--- src/rtl/pipe_ctrl.sv ---
// Pipeline sequencing controller for the 5-stage RV32 core: load-use bubbles,
// multi-cycle EXE stalls and branch/jump redirect flushes, with debug counters.
module pipe_ctrl #(
  parameter int ADDR_WIDTH   = 32,
  parameter int RADDR_WIDTH  = 5,
  parameter int FLUSH_CYCLES = 1,
  parameter int MC_TIMEOUT   = 64,
  parameter int CNT_WIDTH    = 16
) (
  input  logic                   clk_i,
  input  logic                   rst_i,
  input  logic                   id_reg1_re_i,
  input  logic                   id_reg2_re_i,
  input  logic [RADDR_WIDTH-1:0] id_reg1_raddr_i,
  input  logic [RADDR_WIDTH-1:0] id_reg2_raddr_i,
  input  logic                   ex_reg_we_i,
  input  logic [RADDR_WIDTH-1:0] ex_reg_waddr_i,
  input  logic                   ex_is_load_i,
  input  logic                   ex_mc_req_i,
  input  logic                   ex_mc_done_i,
  input  logic                   ex_jump_i,
  input  logic [ADDR_WIDTH-1:0]  ex_jump_addr_i,
  output logic [4:0]             stall_o,
  output logic [4:0]             flush_o,
  output logic                   pc_redirect_o,
  output logic [ADDR_WIDTH-1:0]  pc_redirect_addr_o,
  output logic [1:0]             state_o,
  output logic                   mc_timeout_o,
  output logic [CNT_WIDTH-1:0]   stall_cnt_o
);

  // state   | meaning
  // RUN     | normal issue; hazards and redirects resolved here
  // MC_WAIT | multi-cycle EXE op outstanding, front end held
  // FLUSH   | discarding wrong-path ROM words after a redirect
  typedef enum logic [1:0] {RUN = 2'd0, MC_WAIT = 2'd1, FLUSH = 2'd2} state_e;

  localparam int TW = $clog2(MC_TIMEOUT + 1);
  localparam logic [TW-1:0] TCNT_MAX  = TW'(MC_TIMEOUT);
  localparam logic [1:0]    FCNT_INIT = 2'(FLUSH_CYCLES);

  state_e               state_q, state_d;
  logic [1:0]           fcnt_q, fcnt_d;
  logic [TW-1:0]        tcnt_q, tcnt_d;
  logic                 timeout_q, timeout_d;
  logic [CNT_WIDTH-1:0] stall_cnt_q, stall_cnt_d;
  logic                 lu;

  assign lu = ex_is_load_i & ex_reg_we_i & (ex_reg_waddr_i != '0) &
              ((id_reg1_re_i & (id_reg1_raddr_i == ex_reg_waddr_i)) |
               (id_reg2_re_i & (id_reg2_raddr_i == ex_reg_waddr_i)));

  always_comb begin
    state_d            = state_q;
    fcnt_d             = fcnt_q;
    tcnt_d             = tcnt_q;
    stall_o            = '0;
    flush_o            = '0;
    pc_redirect_o      = 1'b0;
    pc_redirect_addr_o = '0;
    // Reset gates the Mealy outputs so no redirect or hold escapes while held.
    if (!rst_i) begin
      unique case (state_q)
        RUN: begin
          if (ex_jump_i) begin
            pc_redirect_o      = 1'b1;
            pc_redirect_addr_o = ex_jump_addr_i;
            flush_o            = 5'b00110;
            fcnt_d             = FCNT_INIT;
            state_d            = FLUSH;
          end else if (ex_mc_req_i && !ex_mc_done_i) begin
            stall_o = 5'b00111;
            flush_o = 5'b01000;
            tcnt_d  = TW'(1);
            state_d = MC_WAIT;
          end else if (lu) begin
            stall_o = 5'b00011;
            flush_o = 5'b00100;
          end
        end
        MC_WAIT: begin
          if (ex_mc_done_i) begin
            tcnt_d  = '0;
            state_d = RUN;
          end else begin
            stall_o = 5'b00111;
            flush_o = 5'b01000;
            if (tcnt_q != TCNT_MAX) tcnt_d = tcnt_q + TW'(1);
          end
        end
        FLUSH: begin
          flush_o = 5'b00010;
          fcnt_d  = fcnt_q - 2'd1;
          if (fcnt_q == 2'd1) state_d = RUN;
        end
        default: state_d = RUN;
      endcase
    end
    timeout_d   = timeout_q | (stall_o[2] & (tcnt_d == TCNT_MAX));
    stall_cnt_d = stall_cnt_q;
    if (stall_o[0] && (stall_cnt_q != '1)) stall_cnt_d = stall_cnt_q + CNT_WIDTH'(1);
  end

  always_ff @(posedge clk_i or posedge rst_i) begin
    if (rst_i) begin
      state_q     <= RUN;
      fcnt_q      <= '0;
      tcnt_q      <= '0;
      timeout_q   <= 1'b0;
      stall_cnt_q <= '0;
    end else begin
      state_q     <= state_d;
      fcnt_q      <= fcnt_d;
      tcnt_q      <= tcnt_d;
      timeout_q   <= timeout_d;
      stall_cnt_q <= stall_cnt_d;
    end
  end

  assign state_o      = state_q;
  assign mc_timeout_o = timeout_q;
  assign stall_cnt_o  = stall_cnt_q;

endmodule

--- config.mk ---
export PLATFORM = sky130hd
export DESIGN_NAME = pipe_ctrl
export DESIGN_NICKNAME = d
export VERILOG_FILES = /design/src/rtl/pipe_ctrl.sv
export SDC_FILE = /design/constraint.sdc
export NUM_CORES = 1
export LEC_CHECK = 0
export ABC_AREA = 1
export BUFFER_PORTS_ARGS = -buffer_cell sky130_fd_sc_hd__buf_2
export CAP_MARGIN = 20
export CORE_MARGIN = 1.5
export CORE_UTILIZATION = 42
export DETAILED_ROUTE_END_ITERATION = 10
export PLACE_DENSITY_LB_ADDON = 0.08
export SLEW_MARGIN = 10
export SYNTH_ARGS = -nofsm -noshare
export SYNTH_HDL_FRONTEND = slang
export SYNTH_SLANG_ARGS = --single-unit
--- constraint.sdc ---
create_clock -name clk_i -period 1.6 [get_ports clk_i]
set_input_delay 0.32 -clock clk_i [delete_from_list [all_inputs] [get_ports clk_i]]
set_output_delay 0.32 -clock clk_i [all_outputs]
set_load 0.005 [all_outputs]
; Yosys cells after proc, flatten, opt, wreduce, memory -nomap -nowiden
; Index checks and enable logic that the tools add are counted.
[totals]
reg_bits = 28
inputBits = 56
[op_classes]
n_addsub = 3
n_eq_ne = 12
n_mux = 31
n_bitwise = 9
n_reduce_logical = 8
[op_table]
columns = cell, count
row1 = 2-to-1 mux 32 bit, 3
row2 = 2-to-1 mux 7 bit, 5
row3 = adder 16 x 1 -> 16 bit (second input constant), 1
row4 = 2-to-1 mux 4 bit, 4
row5 = inequality test 16 bit (second input constant), 1
row6 = 2-to-1 mux 3 bit, 5
row7 = case mux 7 bit (2 select lines), 1
row8 = 2-to-1 mux 2 bit, 6
row9 = case mux 4 bit (3 select lines), 1
row10 = == test 5 bit, 2
row11 = adder 7 x 1 -> 7 bit (second input constant), 1
row12 = == test 7 bit (second input constant), 1
row13 = inequality test 7 bit (second input constant), 1
row14 = bitwise AND 1 bit, 6
row15 = inequality test 2 bit (second input constant), 3
row16 = case mux 2 bit (3 select lines), 1
row17 = case mux 3 bit (2 select lines), 1
row18 = nonzero test 5 bit, 1
row19 = == test 2 x 1 -> 1 bit (second input constant), 2
row20 = case mux 2 bit (2 select lines), 1
row21 = AND reduction 4 bit, 1
row22 = 2-to-1 mux 1 bit, 3
row23 = inequality test 3 bit (second input constant), 1
row24 = AND reduction 3 bit, 1
row25 = other kinds (8), 10

; Logic depth before layout (Yosys ltp)
; Gate-level depths: netlist of run 1.
[logic_depth]
ltp_word = 11
mapped_depth = 13

; Least setup slack after synthesis of run 1
; Ideal clock, no wire load.
[synth_path]
kind = reg2out
from = reg state_q[1], in the netlist state_o[1]
to = out pc_redirect_addr_o[10]
t_arrival_ps = 1364
t_required_ps = 1280
setup_slack_ps = -84
stages_incl_launch_ff = 7
cell_sequence = dfrtp_1 nor2_4 inv_2 nor3_2 inv_1 buf_1 nor2_1
[synth_between]
elab_chain_cells = 3
[synth_rtl]
columns = item, line
row1 = start: declaration, 42  ; state_e state_q, state_d;
row2 = start signal: assignment, 112  ; state_q <= state_d;
row3 = zero test 2 bit, 63  ; unique case (state_q)
row4 = 2-to-1 mux 32 bit, 63
row5 = 2-to-1 mux 32 bit, 62  ; if (!rst_i) begin
row6 = end: declaration, 26  ; output logic [ADDR_WIDTH-1:0] pc_redirect_addr_o,
; No other way between the ends.

; Worst setup path in the final report of run 1
[layout_path]
from = reg state_q[1], in the netlist state_o[1]
to = out pc_redirect_addr_o[30]
; Same word-level chain as after synthesis.

==> results of run 1 <==
-- kinds of logic (layout without fill, tap and decap cells) --
group                    count (synthesis)  in the layout
flip-flops                              28             28
AND/OR/NAND/NOR                        234            235
AO/OA/AOI/OAI                           17             17
buffers and inverters                   95            251
XOR/XNOR                                13             13
other                                    1              4
adder cells (fa/ha/maj)                  4              4
-- registers in the layout, indices dropped and copies added (netlist names) --
signal,cells
stall_cnt_o,16
tcnt_q,7
state_o,2
fcnt_q,2
mc_timeout_o,1
-- report_power, final --
| part | internal [µW] | switching, µW |
|---|---|---|
| clock | 335 | 233 |
| sequential | 869 | 175 |
| combinational | 1010 | 1140 |
| total | 2210 | 1550 |
-- area by class of cell --
type | count | area (µm²)
Timing Repair Buffer | 164 | 1050
Fill cell | 474 | 1670
Tap cell | 72 | 90.1
Multi-Input combinational cell | 273 | 1640
Clock inverter | 1 | 30.0
Clock buffer | 3 | 41.3
Sequential cell | 28 | 704
Inverter | 83 | 317
-- critical path: cells and delay by family (launching register included) --
family                 cells  cell delay [ns]
buffers and inverters      4             0.46
AND/OR/NAND/NOR            3             0.35
flip-flops                 1             0.45
-- metrics by stage --
stage | instances | TNS, ns | total power (µW) | setup slack [ns]
6_report | 624 | -9.70 | 3760 | -0.267
5_1_grt | 624 | -13.72 | 4030 | -0.338
4_1_cts | 617 | -9.76 | 3430 | -0.279
3_5_place_dp | 602 | -0.0644 | 2620 | -0.0228
3_3_place_gp | 602 | -0.0171 | 2600 | -0.0164
2_1_floorplan | 395 | 0 | 1920 | 0.00343
-- worst paths after layout --
kind,end,slack [ns],cells after the start
hold reg to reg,mc_timeout_o$_DFF_PP0_,0.49,2
max in group asynchronous,stall_cnt_o[5]$_DFFE_PP0P_,0.92,4
min in group clk_i,mc_timeout_o$_DFF_PP0_,0.49,2
hold / removal,fcnt_q[1]$_DFFE_PP0P_,0.33,4
setup / recovery,pc_redirect_addr_o[30],-0.27,7
setup reg to reg,mc_timeout_o$_DFF_PP0_,-0.15,12
-- layer usage --
metal	vias to the layer above	global-route usage, %	share of wire, %
li1	1511	-	-
met1	1340	28.3	43
met2	106	40.1	49
met3	11	2.53	6.4
met4	0	5.09	1.3
met5	-	0	0
-- placed cells by master (no fill, tap or decap), drive strengths merged, types with 5 or more instances in the layout --
cell    instances
dfrtp          28
buf           161
nor2           78
nand2         103
xor2           12
o21ai          11
a21oi           5
nand4          21
inv            81
clkbuf          6
nor3            9
nand3          23
-- what timing repair did --
| item | in CTS | in global routing |
|---|---|---|
| setup endpoints to repair | 42 | 61 |
| pin swaps | 7 | 10 |
| buffers inserted | 9 | 5 |
| gates cloned | 2 | 3 |
| resized for setup | 18 | 73 |
==> results.cfg, run 1 <==
[logic_synthesis]
synth_xor_area_share_pct = 4.70
synth_top_family_by_area = simple AND/OR/NAND/NOR gates
async_reset_ff_share_pct = 100
synth-seq-cells = 28
synth_compound_area_share_pct = 3.93
syn_inst = 392
synth_area_leaders = dfrtp_1 29%, nand2_1 14%, nor2_1 12%
synth_top_area_share_pct = 28.9
synth_flop_cell = dfrtp_1
synth_seq_area_share_pct = 28.9
ys_types = 32
synth_top_cell_by_area = dfrtp_1
synth.most_common_cell = nand2_1
syn-cell-area_mm2 = 0.00242
synth_area_per_cell_um2 = 6.18
yosys-top-cells-count = 92 x nand2_1, 75 x nor2_1, 72 x inv_1
synth_warnings = 0
synthMuxAreaShare_pct = 0
synthSimpleGateAreaFrac_pct = 44.1
synthAdderAreaFrac_pct = 2.07
synth_edf_count = 0

[cts]
numCtsBuffers = 3
clk_pin_slew_ns = 0.10
cts_root_buffer = clkbuf_8
cts.sink_count = 28
postCtsHoldBufs = 0
h-tree-depth = 1
cts_tree = yes
worst_skew_pair.late_latency_ns = 0.28
cts_buffer_depth = 2

[placement]
hpwl_um = 5200
postPlaceCellArea_mm2 = 0.00329
gp_congestion = 0.871
io_buffers = 113

[grt]
antenna_found_initial = 0
grt_pass1_wl_um = 11300
grt_pass1_vias = 2586
grt_overflow = 0
grt_max_degree = 27
grt_util_all_layers_pct = 22.2

[cells_and_area]
diodes = 0
area.growth.synth_to_final_pct = 59.8
layout-drive-gt1-share_pct = 44.9
final_core_util_pct = 69.9
fin_nets = 613
postLayoutCellArea_mm2 = 0.00387

[detailed_routing]
vias_per_cell = 4.76
vias = 2968
totalWireLength_um = 7730
drtIter0Drc = 140
drc_errors = 0
final_antenna_net_count = 0
wl_per_cell_um = 12.4
firstDrtPassIters = 6

[critical_path]
path_common_cell = nor2_4
slowest_stage = dfrtp_2
r2r_start = state_o[1]$_DFFE_PP0P_
crit_required_ns = 1.28
worstSetupPathType = reg2out
startpoint = state_o[1]$_DFFE_PP0P_
startpoint_type = flip-flop
cp-end-kind = primary output
crit_chain = nor2_4 > inv_2 > nor3_4 > inv_4 > clkbuf_16 > nor2_4 > buf_2
arrival_ns = 1.55
worstPathMaxFanout = 8
slowest_delay_ns = 0.45

[die]
die_h_um = 78.9
core_area_mm2 = 0.00554
io_pins = 118
dieArea_mm2 = 0.00623
die_x_um = 78.9
rows = 27
initial_core_util_pct = 43.7

[pwr]
power.leakage_uw = 0.00222
power_per_cell_area_mw_per_mm2 = 972
ir_worst_vdd_uv = 1050

[run]
maxCapViolCount = 0

[run_status]
violations = setup timing
status = finished with violations

[sta]
final-hold-violation-count = 0
slew_viol_final = 0
finalCriticalPeriod_ns = 1.87
finalSetupViolations = 56
fin_hold_ws_ns = 0.328
worst_clock_skew_ns = 0.00597
fmax_mhz = 536
period_share_pct = 117
final.setup.worst_slack_ns = -0.267
rsz0062_at_grt = true

[worst_hold_path]
hp-class = in2async
Note: power is estimated with default switching activity, not from simulation.
==> inputs of run 2 (changes only) <==
--- a/config.mk
+++ b/config.mk
@@ -5,11 +5,10 @@
 export SDC_FILE = /design/constraint.sdc
 export NUM_CORES = 1
 export LEC_CHECK = 0
-export ABC_AREA = 1
 export BUFFER_PORTS_ARGS = -buffer_cell sky130_fd_sc_hd__buf_2
 export CAP_MARGIN = 20
 export CORE_MARGIN = 1.5
-export CORE_UTILIZATION = 42
+export CORE_UTILIZATION = 39
 export DETAILED_ROUTE_END_ITERATION = 10
 export PLACE_DENSITY_LB_ADDON = 0.08
 export SLEW_MARGIN = 10
==> run 2 against run 1 <==
Effect of this change: the run still ends with setup timing left; core utilization rose by 6.4 points; sequential share of layout area rose by 1.3 points; fmax fell by 2.7%; routed wire length decreased by 21%; non-clock buffer count rose by 19; cell area fell by 7.0%; register-to-register slack worse by 0.11 ns; clock skew fell by 0.0046 ns; first-iteration DRC count decreased by 44%; via count fell by 26%; critical path depth fell by 2; count of clock-buffer cells in the layout stayed put; critical path type unchanged; critical endpoint is now pc_redirect_addr_o[22]; largest power group unchanged.
==> results.cfg, run 2 <==
[logic_synthesis]
synth_top_area_share_pct = 36.7
synth_flop_cell = dfrtp_1
syn_inst = 217
synth-seq-cells = 28
synth_top_cell_by_area = dfrtp_1
syn-cell-area_mm2 = 0.00191
yosys-top-cells-count = 32 x and2_1, 28 x dfrtp_1, 22 x xnor2_1
async_reset_ff_share_pct = 100
synth_edf_count = 0
synth_seq_area_share_pct = 36.7
synth_area_leaders = dfrtp_1 37%, and2_1 10%, xnor2_1 10%
ys_types = 43
synth_warnings = 0
synth_area_per_cell_um2 = 8.79
synth.most_common_cell = and2_1

[detailed_routing]
vias = 2204
vias_per_cell = 4.78
final_antenna_net_count = 0
drt-met1-wl_um = 2560
totalWireLength_um = 6130
wl_per_cell_um = 13.3
wl_met3_um = 237
wl_met2_um = 3320
drtIter0Drc = 78
top_layer = met4
firstDrtPassIters = 4
drc_errors = 0

[cts]
cts_root_buffer = clkbuf_8
cts_tree = yes
worst_skew_pair.late_latency_ns = 0.27
numCtsBuffers = 3
cts_buffer_depth = 2
postCtsHoldBufs = 0
h-tree-depth = 1
clk_pin_slew_ns = 0.10
cts.sink_count = 28

[sta]
final.setup.worst_slack_ns = -0.318
finalSetupViolations = 55
period_share_pct = 120
finalCriticalPeriod_ns = 1.92
fin_hold_ws_ns = 0.297
rsz0062_at_grt = true
final-hold-violation-count = 0
fmax_mhz = 521
worst_clock_skew_ns = 0.00136
slew_viol_final = 0

[cells_and_area]
postLayoutCellArea_mm2 = 0.00360
layout-drive-gt1-share_pct = 62.4
area.growth.synth_to_final_pct = 88.8
diodes = 0
multi_input_area_mm2 = 0.00148
most-common-layout-cells = 105 x buf_2, 51 x buf_4, 32 x and2_1
largest_reg_flops = 16
fillers = 334
final_common_cell = buf_2
fin_nets = 455
regArea_um2 = 702

[die]
dieArea_mm2 = 0.00532
die_h_um = 72.9
initial_core_util_pct = 40.4
die_x_um = 72.9
io_pins = 118
core_area_mm2 = 0.00472
rows = 25

[run]
maxCapViolCount = 0

[grt]
grt_max_degree = 35
grt_pass1_wl_um = 9060
antenna_found_initial = 0
grt_pass1_vias = 2069
grt_overflow = 0
grt_util_all_layers_pct = 21.4

[worst_hold_path]
hp-class = in2async

[placement]
io_buffers = 113
gp_congestion = 0.799
hpwl_um = 4450
postPlaceCellArea_mm2 = 0.00297

[run_status]
violations = setup timing
status = finished with violations

[critical_path]
rr_worst_depth = 8
startpoint_type = flip-flop
arrival_ns = 1.60
crit_required_ns = 1.28
worstPathMaxFanout = 34
worstSetupPathType = reg2out
cp-end-kind = primary output

[pwr]
ir_worst_vdd_uv = 497
power.leakage_uw = 0.00188
power_per_cell_area_mw_per_mm2 = 883
run 2: cell types whose count changed after synthesis, sizes merged, moves of 6 or more:
cell    previous run  this run
inv               81         7
nor2              78        15
clkbuf             0         6
nand4             21         9
xnor2              1        22
nand2            103        18
nand3             22         6
and2               0        32
xor2              12         4
run 2: repair_timing:
action,in CTS,in global routing
gates resized for setup,45,57
pin swaps,27,29
endpoints found under the setup margin,57,63
buffers inserted,16,6
run 2: routing by layer:
| layer | track usage, % | vias to the layer above |
|---|---|---|
| met1 | 28.0 | 1047 |
| met2 | 37.6 | 59 |
| met4 | 3.98 | 0 |
| met3 | 3.45 | 2 |
| li1 | - | 1096 |
| met5 | 0 | - |
run 2: cell type report:
cell class / count / share of cell area (%)
clock buffers: 3 / 1.15
clock inverters: 1 / 0.834
inverters: 7 / 0.730
multi-input cells: 172 / 41.0
flip-flops and latches: 28 / 19.5
well taps: 67 / 2.33
repair buffers: 183 / 34.5
run 2: worst max-delay path, stage by stage (launching register included):
cell and delay (ns):
dfrtp_1 0.42, buf_12 0.15, nor4_4 0.31, buf_12 0.19, and2_1 0.13, buf_2 0.12
run 2: through the flow:
| step | util, % | cells | setup TNS, ns | power [µW] | worst slack (ns) |
|---|---|---|---|---|---|
| 3_3_place_gp | 62.9 | 442 | -7.16 | 2150 | -0.321 |
| 3_5_place_dp | 62.9 | 442 | -8.15 | 2180 | -0.336 |
| 2_1_floorplan | - | 220 | -5.29 | 1480 | -0.157 |
| 5_1_grt | 76.2 | 461 | -17.00 | 3370 | -0.408 |
| 4_1_cts | 70.7 | 461 | -13.21 | 3020 | -0.325 |
| 6_report | 76.2 | 461 | -13.02 | 3180 | -0.318 |
run 2: cell families after synthesis:
family / share of synthesized area (%)
AND/OR/NAND/NOR: 32.1
XOR/XNOR: 11.9
other: 0.197
AO/OA/AOI/OAI: 10.8
multiplexers: 0.591
flip-flops: 36.7
buffers and inverters: 5.05
adder cells (fa/ha/maj): 2.62
run 2: path summary, 6_finish.rpt:
check | startpoint | to | slack [ns]
worst max-delay path | state_o[1]$_DFFE_PP0P_ | pc_redirect_addr_o[22] | -0.32
worst min-delay path | rst_i | stall_cnt_o[6]$_DFFE_PP0P_ | 0.30
worst max register to register | state_o[1]$_DFFE_PP0P_ | stall_cnt_o[14]$_DFFE_PP0P_ | -0.26
worst min register to register | mc_timeout_o$_DFF_PP0_ | mc_timeout_o$_DFF_PP0_ | 0.49
max in group asynchronous | rst_i | fcnt_q[0]$_DFFE_PP0P_ | 0.84
min in group clk_i | ex_jump_i | fcnt_q[1]$_DFFE_PP0P_ | 0.40
run 2: where the power goes:
| group | internal [µW] | total, µW | switching [µW] |
|---|---|---|---|
| logic | 919 | 1700 | 780 |
| clock network | 335 | 561 | 226 |
| registers | 826 | 918 | 92.8 |
| total | 2080 | 3180 | 1100 |
